<file path="config.mk">
export PLATFORM = sky130hd
export DESIGN_NAME = lcd_frame_ctrl_flat
export DESIGN_NICKNAME = d
export VERILOG_FILES = /design/src/rtl/lcd_frame_ctrl_if.sv /design/src/rtl/lcd_frame_ctrl.sv /design/src/flat_wrapper.sv
export SDC_FILE = /design/constraint.sdc
export NUM_CORES = 1
export LEC_CHECK = 0
export CORE_ASPECT_RATIO = 2
export CORE_UTILIZATION = 30
export DETAILED_ROUTE_END_ITERATION = 10
export MAX_ROUTING_LAYER = met4
export PLACE_DENSITY_LB_ADDON = 0.12
export SYNTH_ARGS = -nofsm -noshare
export SYNTH_HDL_FRONTEND = slang
export SYNTH_SLANG_ARGS = --single-unit
export TNS_END_PERCENT = 20
</file>
<file path="constraint.sdc">
create_clock -name clk -period 10.1 [get_ports clk]
set_input_delay 1.01 -clock clk [delete_from_list [all_inputs] [get_ports clk]]
set_output_delay 1.01 -clock clk [all_outputs]
set_load 0.03 [all_outputs]
</file>
<file path="src/rtl/lcd_frame_ctrl_if.sv">
`timescale 1ns/1ps
// lcd_frame_ctrl_if
//   Groups the host character-write bus and the LCD nibble-driver handshake.
//   Host side : wr_en, wr_addr[4:0], wr_char[7:0]   (write strobe, no back-pressure)
//   Driver    : lcd_start, lcd_rs, lcd_data[7:0]    (controller -> driver)
//               lcd_busy                            (driver -> controller)
//
// Handshake: the controller pulses lcd_start for one cycle, only while
// lcd_busy is low, with lcd_rs/lcd_data valid in that cycle. The driver
// acknowledges by raising lcd_busy and signals completion by dropping it;
// the next lcd_start only follows that rise and fall.
//
// Modports: master = frame controller, slave = host + driver side.
interface lcd_frame_ctrl_if;
    logic       wr_en;
    logic [4:0] wr_addr;
    logic [7:0] wr_char;
    logic       lcd_start;
    logic       lcd_rs;
    logic [7:0] lcd_data;
    logic       lcd_busy;

    modport master (
        input  wr_en, wr_addr, wr_char, lcd_busy,
        output lcd_start, lcd_rs, lcd_data
    );

    modport slave (
        output wr_en, wr_addr, wr_char, lcd_busy,
        input  lcd_start, lcd_rs, lcd_data
    );
endinterface

</file>
<file path="src/rtl/lcd_frame_ctrl.sv">
`timescale 1ns/1ps
// lcd_frame_ctrl
//   Holds a 32-character (2 x 16) display buffer and streams it to an LCD
//   nibble driver as frames: cmd 0x80, buf[0..15], cmd 0xC0, buf[16..31].
//   Frames start on a periodic refresh (only if the buffer is dirty), on a
//   forced refresh_req, or from one queued (pending) request.
// Ports:
//   clk, rst        : clock, asynchronous active-high reset
//   bus (master)    : host write bus and driver handshake
//   refresh_req     : one-cycle forced-refresh request
//   active          : high while a frame is in progress
//   frame_done      : one-cycle pulse when a frame completes
//   ack_err         : sticky, set when the driver fails to raise busy in time
//   dbg_state       : current FSM state
//   dbg_dirty       : buffer-changed-since-last-frame flag
module lcd_frame_ctrl #(
    parameter int REFRESH_TICKS = 1_200_000,
    parameter int ACK_TIMEOUT   = 16
) (
    input  logic                   clk,
    input  logic                   rst,
    lcd_frame_ctrl_if.master       bus,
    input  logic                   refresh_req,
    output logic                   active,
    output logic                   frame_done,
    output logic                   ack_err,
    output logic [2:0]             dbg_state,
    output logic                   dbg_dirty
);
    localparam int TW = (REFRESH_TICKS > 1) ? $clog2(REFRESH_TICKS) : 1;
    localparam int AW = $clog2(ACK_TIMEOUT + 1);

    typedef enum logic [2:0] {
        IDLE      = 3'd0,
        ISSUE     = 3'd1,
        WAIT_ACK  = 3'd2,
        WAIT_DONE = 3'd3,
        FINISH    = 3'd4
    } state_t;

    state_t          state_q, state_d;
    logic [TW-1:0]   timer_q, timer_d;
    logic [AW-1:0]   ack_cnt_q, ack_cnt_d;
    logic [5:0]      idx_q, idx_d;
    logic            dirty_q, dirty_d;
    logic            pending_q, pending_d;
    logic            ack_err_q, ack_err_d;
    logic            rs_q, rs_d;
    logic [7:0]      data_q, data_d;
    logic [7:0]      char_q [32];
    logic [7:0]      char_d [32];

    logic            expire;
    logic            start_frame;
    logic            timeout;
    logic            start_pulse;
    logic            cur_rs;
    logic [7:0]      cur_data;
    logic [5:0]      idx_m1, idx_m2;

    assign expire = (timer_q == TW'(REFRESH_TICKS - 1));

    // Buffer write port: host writes land in any state.
    always_comb begin
        char_d = char_q;
        if (bus.wr_en) begin
            char_d[bus.wr_addr] = bus.wr_char;
        end
    end

    // Byte for the current transaction index, read live from the buffer so
    // writes that arrive before a byte is issued still make it into the frame.
    always_comb begin
        idx_m1   = idx_q - 6'd1;
        idx_m2   = idx_q - 6'd2;
        cur_rs   = 1'b1;
        cur_data = 8'h20;
        if (idx_q == 6'd0) begin
            cur_rs   = 1'b0;
            cur_data = 8'h80;
        end else if (idx_q == 6'd17) begin
            cur_rs   = 1'b0;
            cur_data = 8'hC0;
        end else if (idx_q < 6'd17) begin
            cur_data = char_q[idx_m1[4:0]];
        end else begin
            cur_data = char_q[idx_m2[4:0]];
        end
    end

    always_comb begin
        state_d     = state_q;
        idx_d       = idx_q;
        ack_cnt_d   = ack_cnt_q;
        dirty_d     = dirty_q;
        pending_d   = pending_q;
        ack_err_d   = ack_err_q;
        rs_d        = rs_q;
        data_d      = data_q;
        timer_d     = expire ? '0 : timer_q + TW'(1);
        start_pulse = 1'b0;
        frame_done  = 1'b0;
        start_frame = 1'b0;
        timeout     = 1'b0;

        case (state_q)
            IDLE: begin
                if ((dirty_q && expire) || refresh_req || pending_q) begin
                    start_frame = 1'b1;
                    idx_d       = 6'd0;
                    state_d     = ISSUE;
                end
            end
            ISSUE: begin
                // Also covers the driver's power-on busy period: no timeout here.
                if (!bus.lcd_busy) begin
                    start_pulse = 1'b1;
                    rs_d        = cur_rs;
                    data_d      = cur_data;
                    ack_cnt_d   = '0;
                    state_d     = WAIT_ACK;
                end
            end
            WAIT_ACK: begin
                if (bus.lcd_busy) begin
                    state_d = WAIT_DONE;
                end else if (ack_cnt_q == AW'(ACK_TIMEOUT - 1)) begin
                    ack_err_d = 1'b1;
                    timeout   = 1'b1;
                    state_d   = IDLE;
                end else begin
                    ack_cnt_d = ack_cnt_q + AW'(1);
                end
            end
            WAIT_DONE: begin
                if (!bus.lcd_busy) begin
                    if (idx_q == 6'd33) begin
                        state_d = FINISH;
                    end else begin
                        idx_d   = idx_q + 6'd1;
                        state_d = ISSUE;
                    end
                end
            end
            FINISH: begin
                frame_done = 1'b1;
                state_d    = IDLE;
            end
            default: state_d = IDLE;
        endcase

        // Only one extra frame is ever queued, however many requests arrive.
        if (refresh_req && (state_q != IDLE)) pending_d = 1'b1;
        if (start_frame) begin
            pending_d = 1'b0;
            dirty_d   = 1'b0;
        end
        // An aborted frame left the display stale; a same-cycle write wins
        // over the clear at frame start.
        if (timeout)    dirty_d = 1'b1;
        if (bus.wr_en)  dirty_d = 1'b1;
    end

    always_ff @(posedge clk or posedge rst) begin
        if (rst) begin
            state_q   <= IDLE;
            timer_q   <= '0;
            ack_cnt_q <= '0;
            idx_q     <= 6'd0;
            dirty_q   <= 1'b1;
            pending_q <= 1'b0;
            ack_err_q <= 1'b0;
            rs_q      <= 1'b0;
            data_q    <= 8'h00;
            for (int i = 0; i < 32; i++) char_q[i] <= 8'h20;
        end else begin
            state_q   <= state_d;
            timer_q   <= timer_d;
            ack_cnt_q <= ack_cnt_d;
            idx_q     <= idx_d;
            dirty_q   <= dirty_d;
            pending_q <= pending_d;
            ack_err_q <= ack_err_d;
            rs_q      <= rs_d;
            data_q    <= data_d;
            char_q    <= char_d;
        end
    end

    // In ISSUE the live byte is shown so it is valid alongside lcd_start;
    // elsewhere the last issued byte is held.
    assign bus.lcd_start = start_pulse;
    assign bus.lcd_rs    = (state_q == ISSUE) ? cur_rs   : rs_q;
    assign bus.lcd_data  = (state_q == ISSUE) ? cur_data : data_q;
    assign active        = (state_q != IDLE);
    assign ack_err       = ack_err_q;
    assign dbg_state     = state_q;
    assign dbg_dirty     = dirty_q;
endmodule

</file>
<file path="src/flat_wrapper.sv">
// flat-port wrapper written by rule: the top's interface ports become plain ports
module lcd_frame_ctrl_flat 
#(
    parameter int REFRESH_TICKS = 1_200_000,
    parameter int ACK_TIMEOUT   = 16
)
  (clk, rst, refresh_req, active, frame_done, ack_err, dbg_state, dbg_dirty, bus_wr_en, bus_wr_addr, bus_wr_char, bus_lcd_busy, bus_lcd_start, bus_lcd_rs, bus_lcd_data);
  lcd_frame_ctrl_if bus_i ();
  input  logic clk;
  input  logic rst;
  input  logic refresh_req;
  output logic active;
  output logic frame_done;
  output logic ack_err;
  output logic [2:0] dbg_state;
  output logic dbg_dirty;
  input wire logic [$bits(bus_i.wr_en)-1:0] bus_wr_en;
  input wire logic [$bits(bus_i.wr_addr)-1:0] bus_wr_addr;
  input wire logic [$bits(bus_i.wr_char)-1:0] bus_wr_char;
  input wire logic [$bits(bus_i.lcd_busy)-1:0] bus_lcd_busy;
  output wire logic [$bits(bus_i.lcd_start)-1:0] bus_lcd_start;
  output wire logic [$bits(bus_i.lcd_rs)-1:0] bus_lcd_rs;
  output wire logic [$bits(bus_i.lcd_data)-1:0] bus_lcd_data;
  assign bus_i.wr_en = bus_wr_en;
  assign bus_i.wr_addr = bus_wr_addr;
  assign bus_i.wr_char = bus_wr_char;
  assign bus_i.lcd_busy = bus_lcd_busy;
  assign bus_lcd_start = bus_i.lcd_start;
  assign bus_lcd_rs = bus_i.lcd_rs;
  assign bus_lcd_data = bus_i.lcd_data;
  lcd_frame_ctrl #(.REFRESH_TICKS(REFRESH_TICKS), .ACK_TIMEOUT(ACK_TIMEOUT)) u_core (.clk(clk), .rst(rst), .bus(bus_i), .refresh_req(refresh_req), .active(active), .frame_done(frame_done), .ack_err(ack_err), .dbg_state(dbg_state), .dbg_dirty(dbg_dirty));
endmodule
</file>
# Yosys cells after proc, flatten, opt, wreduce, memory -nomap -nowiden
# Index checks and enable logic that the tools add are counted.
# W data, S select, Z words.
[totals] out_inout_bits=17 input_bits=18 ff_bits=303 word_cells=132
[op_classes] eq_ne=15 bitwise=4 add_sub_neg=5 n_reduce_logical=17 muxes=45 order_cmp=5
[op_table] op="$bwmux W256" n=1
[op_table] op="$bmux W8 S5" n=2
[op_table] op="$mux W8" n=9
[op_table] op="$demux W8 S5" n=1
[op_table] op="$add A21 B1 Y21 const B" n=1
[op_table] op="$eq A21 B21 Y1 const B" n=1
[op_table] op="$mux W21" n=1
[op_table] op="$ge A6 B6 Y1 const B" n=3
[op_table] op="$mux W3" n=6
[op_table] op="$mux W6" n=3
[op_table] op="$not A5 Y6" n=3
[op_table] op="$mux W1" n=16
[op_table] op="$mux W5" n=3
[op_table] op="$pmux W3 S4" n=1
[op_table] op="$pmux W6 S2" n=1
[op_table] op="$reduce_and A4 Y1" n=3
[op_table] op="$ne A2 B2 Y1 const B" n=5
[op_table] op="$pmux W5 S2" n=1
[op_table] op="$add A6 B1 Y6 const B" n=1
[op_table] op="$eq A3 B2 Y1 const B" n=2
[op_table] op="$eq A6 B5 Y1 const B" n=1
[op_table] op="$eq A6 B6 Y1 const B" n=1
[op_table] op="$logic_not A6 Y1" n=1
[op_table] op="$lt A6 B1 Y1 const B" n=1
[op_table] op="17 further kinds" n=23

# Depth between registers and ports, before layout
# Gate-level depths: netlist of run 1.
[depth] depth_word=9 ltp_mapped=13 depth_no_buf=8

# Least setup slack after synthesis of run 1
# Ideal clock, no wire load.
[synth_timing] path_kind="reg2out" from="register u_core.idx_q[1]" to="output bus_lcd_data[0]" n_path_buf=3 required_ps=9090 arrival_ps=3664 setup_slack_ps=5426 stages_incl_launch_ff=12 cell_sequence="dfrtp_1 -> buf_2 -> clkinv_1 -> buf_1 -> ha_1 -> xor2_2 -> buf_6 -> nor2_2 -> a221oi_1 -> a211oi_1 -> a2111o_1 -> o31ai_1"
[synth_via] elab_chain_len=9 word_cells_on_any_way=17 cone_classes="2 x add/sub; 1 x order compare; 1 x eq/ne; 10 x mux; 2 x bitwise; 1 x reduce/logical"
[synth_rtl] item="from (decl)" line="lcd_frame_ctrl.sv:44" source="logic [5:0] idx_q, idx_d;"
[synth_rtl] item="from (signal assigned)" line="lcd_frame_ctrl.sv:180" source="idx_q <= idx_d;"
[synth_rtl] item="$sub A5 B2 Y5 / $sub A5 B1 Y5 (equally long branches)" line="lcd_frame_ctrl.sv:75, lcd_frame_ctrl.sv:74"
[synth_rtl] item="$not A5 Y6 (on tied branches)" line="lcd_frame_ctrl.sv:87, lcd_frame_ctrl.sv:85"
[synth_rtl] item="$bmux W8 S5 (on tied branches)" line="lcd_frame_ctrl.sv:87, lcd_frame_ctrl.sv:85"
[synth_rtl] item="$mux W8 (on tied branches) (2 in a row)" line="lcd_frame_ctrl.sv:87, lcd_frame_ctrl.sv:85"
[synth_rtl] item="$mux W8" line="lcd_frame_ctrl.sv:84" source="end else if (idx_q < 6'd17) begin"
[synth_rtl] item="$mux W8" line="lcd_frame_ctrl.sv:81" source="end else if (idx_q == 6'd17) begin"
[synth_rtl] item="$mux W8 *" line="lcd_frame_ctrl.sv:78" source="if (idx_q == 6'd0) begin"
[synth_rtl] item="$mux W8 *" line="lcd_frame_ctrl.sv:194" source="assign bus.lcd_data = (state_q == ISSUE) ? cur_data : data_q;"
[synth_rtl] item="to (decl)" line="flat_wrapper.sv:23" source="output wire logic [$bits(bus_i.lcd_data)-1:0] bus_lcd_data;"
# Mark *: on every way between the ends. The rest lies on a longest branch, timed or not. The select of a mux whose other input is x is not followed.

# Final worst setup path of run 1
[layout_timing] from="register u_core.idx_q[0]" to="output bus_lcd_data[6]"
# Same word-level chain as after synthesis.

==> results.json, run 1 <==
{
  "status": "complete, no violations",
  "yosysUniqueCellTypes": 71,
  "synth.area.top_cells": "dfrtp_1 41%, mux2_2 18%, mux4_2 10%",
  "via_count": 11500,
  "synthToLayoutAreaGrowth_pct": 13.7,
  "end_kind": "output pin",
  "grt_overflow": 0,
  "finalSetupTns_ns": 0,
  "rsz0062_at_grt": "false",
  "leakage_nw": 7.88,
  "grt_max_degree": 127,
  "hold_viol": 0,
  "worstPathCellList": "inv_2 > ha_4 > buf_4 > mux4_2 > and2_1 > a2111oi_0 > a221oi_1 > a211oi_1 > o21ai_1 > clkdlybuf4s50_1",
  "synth_most_common_cell": "dfrtp_1",
  "drt_pass1_iterations": 5,
  "totalWireLength_mm": 59.7,
  "nets": 1375,
  "drive_gt1_frac": 0.347,
  "netlist_instances": 1327,
  "numCtsBuffers": 31,
  "ctsHoldBuffers": 0,
  "required_ns": 9.09,
  "clk_pin_slew_ns": 0.06,
  "die-area_um2": 56500,
  "intPower_w": 0.00318,
  "cp-start-kind": "register",
  "clk_latency_ns": 0.60,
  "ys_seq_area_frac": 0.458,
  "io_buffers": 34,
  "drt_iter0_drc": 723,
  "arrival_ns": 5.72,
  "ys_seq_elements": 303,
  "async_flop_share": 1.00,
  "cts_setup_buffers": 0,
  "syn_area_um2": 16700,
  "cpPeakStageDelay_ns": 0.80,
  "cts.sinks": 303,
  "initial_utilization": 0.305,
  "setup_viol": 0,
  "ios": 35,
  "cts_tree": "done",
  "ys_warn_count": 0,
  "clockPowerShare": 0.229,
  "core_um2": 54700,
  "p_comb_frac": 0.453,
  "dp_hpwl_mm": 43.2,
  "critPathTopFamily": "buffers and inverters",
  "ant_nets": 0,
  "crit_buf_inv": 3,
  "synthesis.nets": 1355,
  "holdWs_ns": 0.463,
  "drc": 0,
  "clockBufferDepth": 3,
  "synth_area_per_cell_um2": 12.5,
  "synth_top_area_frac": 0.406,
  "synthFlopType": "dfrtp_1",
  "grt_pass1_wl_mm": 87.5,
  "switchingPower_w": 0.00221,
  "power.total_w": 0.00539,
  "path_class": "register to output pin",
  "rows": 121,
  "pwr-share-seq": 0.318,
  "post_drt_wl_per_cell_um": 28.3,
  "yosys-top-cells-count": "270 x dfrtp_1, 261 x mux2_2, 102 x mux2i_1",
  "fin_crit_sh": 0.667,
  "irDropWorstVdd_mv": 0.153,
  "switching_share": 0.410,
  "critPathMaxFanout": 41,
  "power_density_nw_per_um2": 285,
  "cp_slowest_cell": "dfrtp_4",
  "period_needed_ns": 6.73,
  "fp.dieW_um": 169,
  "fin_util": 0.346,
  "regArea_um2": 7630,
  "antenna_found_initial": 0,
  "slew_headroom": 0.182,
  "fmax_ghz": 0.149,
  "htreeDepth": 1,
  "grt.total_usage": 0.223,
  "nFillCells": 5393,
  "cts_resized": 0,
  "maxCapViolCount": 0,
  "fin_worst_skew_ns": 0.0123,
  "worst_slew_pin_slew_ns": 1.22,
  "die_h_um": 335,
  "place_congestion": 0.928,
  "synth_top_area_cell": "dfrtp_1",
  "root_buffer": "clkbuf_16",
  "antennaDiodeCount": 0,
  "final-max-slew-violation-count": 0,
  "grt_pass1_vias": 12100,
  "vias_per_cell": 5.47,
  "synth-edff-count": 0,
  "hp-class": "register to register",
  "multiInputGateArea_um2": 8640
}
flip-flops by register name, indices dropped and copies added (netlist names):
name              cells
u_core.rs_q           1
u_core.dbg_state      3
u_core.char_q       256
u_core.timer_q       21
u_core.dbg_dirty      1
u_core.pending_q      1
u_core.idx_q          6
u_core.data_q         8
u_core.ack_cnt_q      5
u_core.ack_err        1
per-layer routing:
| layer | up-vias | global-route usage | part of all wire |
|---|---|---|---|
| met1 | 6083 | 0.228 | 0.36 |
| met2 | 322 | 0.414 | 0.55 |
| met5 | - | - | 0 |
| met3 | 127 | 0.0177 | 0.031 |
| li1 | 4998 | - | - |
| met4 | 0 | 0.124 | 0.061 |
power by group through the flow:
stage | logic (W) | registers (W) | clock network (W)
detailed placement | 0.00244 | 0.00174 | 0
global placement | 0.00244 | 0.00173 | 0
CTS | 0.00245 | 0.00171 | 0.00127
floorplan | 0.00167 | 0.00161 | 0
global route | 0.00257 | 0.00175 | 0.00131
finish | 0.00244 | 0.00172 | 0.00123
through the flow:
stage,cell area [um^2],std cells,worst slack (ns)
final,18900,2109,3.37
after global routing,18900,2109,3.03
after CTS,18900,2109,3.29
after detailed placement,17900,2052,3.97
after global placement,17900,2052,4.00
after floorplan,16700,1327,0.770
cell usage in the layout (no fill, tap or decap), types with 14 or more instances in the layout:
master           count
dfstp_2             33
mux2i_1            102
clkbuf_16           31
nand2_1             91
mux2_2             261
clkdlybuf4s50_1     34
a22oi_1             33
and3_1              19
buf_4               37
nor3_1              26
dfrtp_1            268
o21ai_0             14
mux4_2              75
xnor2_1             15
nor2_1              71
o31ai_1             14
nand3_1             32
cell type report:
type	instances	area share
flip-flops and latches	303	0.403
multi-input cells	925	0.456
clock buffers	43	0.0460
inverters	15	0.00337
well taps	738	0.0488
repair buffers	71	0.0327
clock inverters	14	0.00965
final timing paths:
path / from / end / slack, ns / cells past startpoint
max in group asynchronous: rst / u_core.idx_q[1] / 7.29 / 3
max reg2reg: u_core.idx_q[0] / u_core.data_q[6] / 5.46 / 9
min reg2reg: u_core.ack_err / u_core.ack_err / 0.46 / 1
min in group asynchronous: rst / u_core.char_q[170] / 0.99 / 2
min: u_core.ack_err / u_core.ack_err / 0.46 / 1
max: u_core.idx_q[0] / bus_lcd_data[6] / 3.37 / 10
cell families (layout without fill, tap and decap cells):
group / count (synthesis) / in the layout / share of synthesized area
compound gates: 140 / 140 / 0.0609
xor+xnor: 29 / 29 / 0.0162
fa+ha+maj: 10 / 10 / 0.00751
buf+inv: 99 / 143 / 0.0273
flops: 303 / 303 / 0.458
mux: 441 / 441 / 0.342
simple gates: 305 / 305 / 0.0881
Power figures use the tool's default switching activity.
==> run 2: changes to the inputs <==
==> constraint.sdc (replaced) <==
create_clock -name clk -period 6.8 [get_ports clk]
set_input_delay 0.68 -clock clk [delete_from_list [all_inputs] [get_ports clk]]
set_output_delay 0.68 -clock clk [all_outputs]
set_load 0.03 [all_outputs]
==> results.json, run 2 (synthesized netlist as in run 1, its figures left out) <==
{
  "status": "complete, no violations",
  "r2r_setup_slack_ns": 2.89,
  "fp.dieW_um": 169,
  "critPathMaxFanout": 26,
  "critPathTopFamily": "buffers and inverters",
  "cts_resized": 0,
  "setup_viol": 0,
  "cts_setup_buffers": 0,
  "final_cell_mix": "268 x dfrtp_1, 261 x mux2_2, 102 x mux2i_1",
  "cts.sinks": 303,
  "hold_viol": 0,
  "antenna_found_initial": 0,
  "initial_utilization": 0.305,
  "clockBufferDepth": 3,
  "rr_endpoint": "u_core.data_q[4]",
  "largest_reg_flops": 256,
  "io_buffers": 34,
  "nets": 1385,
  "htreeDepth": 1,
  "root_buffer": "clkbuf_16",
  "crit_buf_inv": 3,
  "period_needed_ns": 5.84,
  "arrival_ns": 5.16,
  "largestRegisters": "u_core.char_q: 256 flops, u_core.timer_q: 21 flops, u_core.data_q: 8 flops",
  "r2r_start": "u_core.idx_q[0]",
  "cp_slowest_cell": "clkdlybuf4s50_1",
  "grt_max_degree": 148,
  "fin_area_um2": 19000,
  "leakage_nw": 7.93,
  "fin_worst_skew_ns": 0.0320,
  "drt_pass1_iterations": 7,
  "rows": 121,
  "place_congestion": 0.943,
  "totalWireLength_mm": 60.4,
  "grt_pass1_vias": 12500,
  "core_um2": 54700,
  "top_register": "u_core.char_q",
  "vias_per_cell": 5.43,
  "ios": 35,
  "antennaDiodeCount": 0,
  "ant_nets": 0,
  "dp_hpwl_mm": 43.3,
  "rsz0062_at_grt": "false",
  "die_h_um": 335,
  "grt_overflow": 0,
  "drive_gt1_frac": 0.350,
  "slew_headroom": 0.114,
  "synthToLayoutAreaGrowth_pct": 14.2,
  "cts_tree": "done",
  "finalSetupTns_ns": 0,
  "post_dp_cell_area_um2": 18000,
  "final-max-slew-violation-count": 0,
  "irDropWorstVdd_mv": 0.258,
  "drc": 0,
  "drt_iter0_drc": 706,
  "clk_pin_slew_ns": 0.07,
  "clk_latency_ns": 0.61,
  "via_count": 11500,
  "layout_commonest_cell": "dfrtp_1",
  "fmax_ghz": 0.171,
  "post_drt_wl_per_cell_um": 28.5,
  "cpPeakStageDelay_ns": 0.65,
  "grt_pass1_wl_mm": 89.1,
  "ff2ff_path_depth": 9,
  "end_kind": "output pin",
  "hp-class": "input port to async pin",
  "path_class": "register to output pin",
  "required_ns": 6.12,
  "grt.total_usage": 0.226,
  "fin_crit_sh": 0.859,
  "cp-start-kind": "register",
  "ctsHoldBuffers": 0,
  "die-area_um2": 56500,
  "worst_slew_pin_slew_ns": 1.32,
  "worstPathCellList": "inv_2 > ha_1 > xor2_4 > buf_4 > mux4_2 > o22ai_1 > nor2_1 > nor4_1 > o31ai_1 > clkdlybuf4s50_1",
  "maxCapViolCount": 0,
  "numCtsBuffers": 30,
  "power_density_nw_per_um2": 422
}
run 2: worst max path at each step:
| stage | startpoint | end | slack (ns) | cells after the start |
|---|---|---|---|---|
| 5_1_grt | u_core.idx_q[0] | bus_lcd_data[4] | 0.76 | 10 |
| 4_1_cts | u_core.idx_q[0] | bus_lcd_data[4] | 0.92 | 10 |
| 6_report | u_core.idx_q[0] | bus_lcd_data[4] | 0.96 | 10 |
| 2_1_floorplan | rst | u_core.ack_cnt_q[0] | 2.12 | 1 |
| 3_5_place_dp | u_core.idx_q[0] | bus_lcd_data[4] | 1.59 | 10 |
| 3_3_place_gp | u_core.idx_q[2] | bus_lcd_data[4] | 1.68 | 9 |
run 2: cell type report:
class                           count  area (um^2)
Sequential cell                   303         7630
Fill cell                        5351        35600
Clock buffer                       47          916
Tap cell                          738          923
Timing Repair Buffer               82          733
Clock inverter                      9          128
Inverter                           15         60.1
Multi-Input combinational cell    925         8620
run 2: report_power, final:
group / internal [W] / total [W] / switching, W
clock: 0.00104 / 0.00181 / 0.000774
sequential: 0.00218 / 0.00250 / 0.000326
combinational: 0.00155 / 0.00371 / 0.00216
run 2: stage by stage:
step | worst slack [ns] | util | hold WS [ns] | cells | total power (W)
floorplan | 2.12 | - | 0.448 | 1327 | 0.00488
global placement | 1.68 | 0.329 | 0.441 | 2063 | 0.00622
detailed placement | 1.59 | 0.329 | 0.446 | 2063 | 0.00623
CTS | 0.920 | 0.348 | 0.427 | 2119 | 0.00808
global route | 0.762 | 0.348 | 0.457 | 2119 | 0.00838
finish | 0.956 | 0.348 | 0.433 | 2119 | 0.00802
run 2: per-layer routing:
| layer | global-route usage | vias to the layer above | wire length, um |
|---|---|---|---|
| met1 | 0.229 | 6004 | 21300 |
| li1 | - | 5020 | - |
| met2 | 0.416 | 343 | 33000 |
| met3 | 0.0204 | 139 | 1980 |
| met4 | 0.138 | 0 | 4150 |
| met5 | - | - | 0 |
==> run 3: changes to the inputs <==
--- a/config.mk
+++ b/config.mk
@@ -6,6 +6,7 @@
 export NUM_CORES = 1
 export LEC_CHECK = 0
 export CORE_ASPECT_RATIO = 2
+export CORE_MARGIN = 1
 export CORE_UTILIZATION = 30
 export DETAILED_ROUTE_END_ITERATION = 10
 export MAX_ROUTING_LAYER = met4
==> results of run 3 <==
Final layout, timing and power as in run 2 (identical DEF).
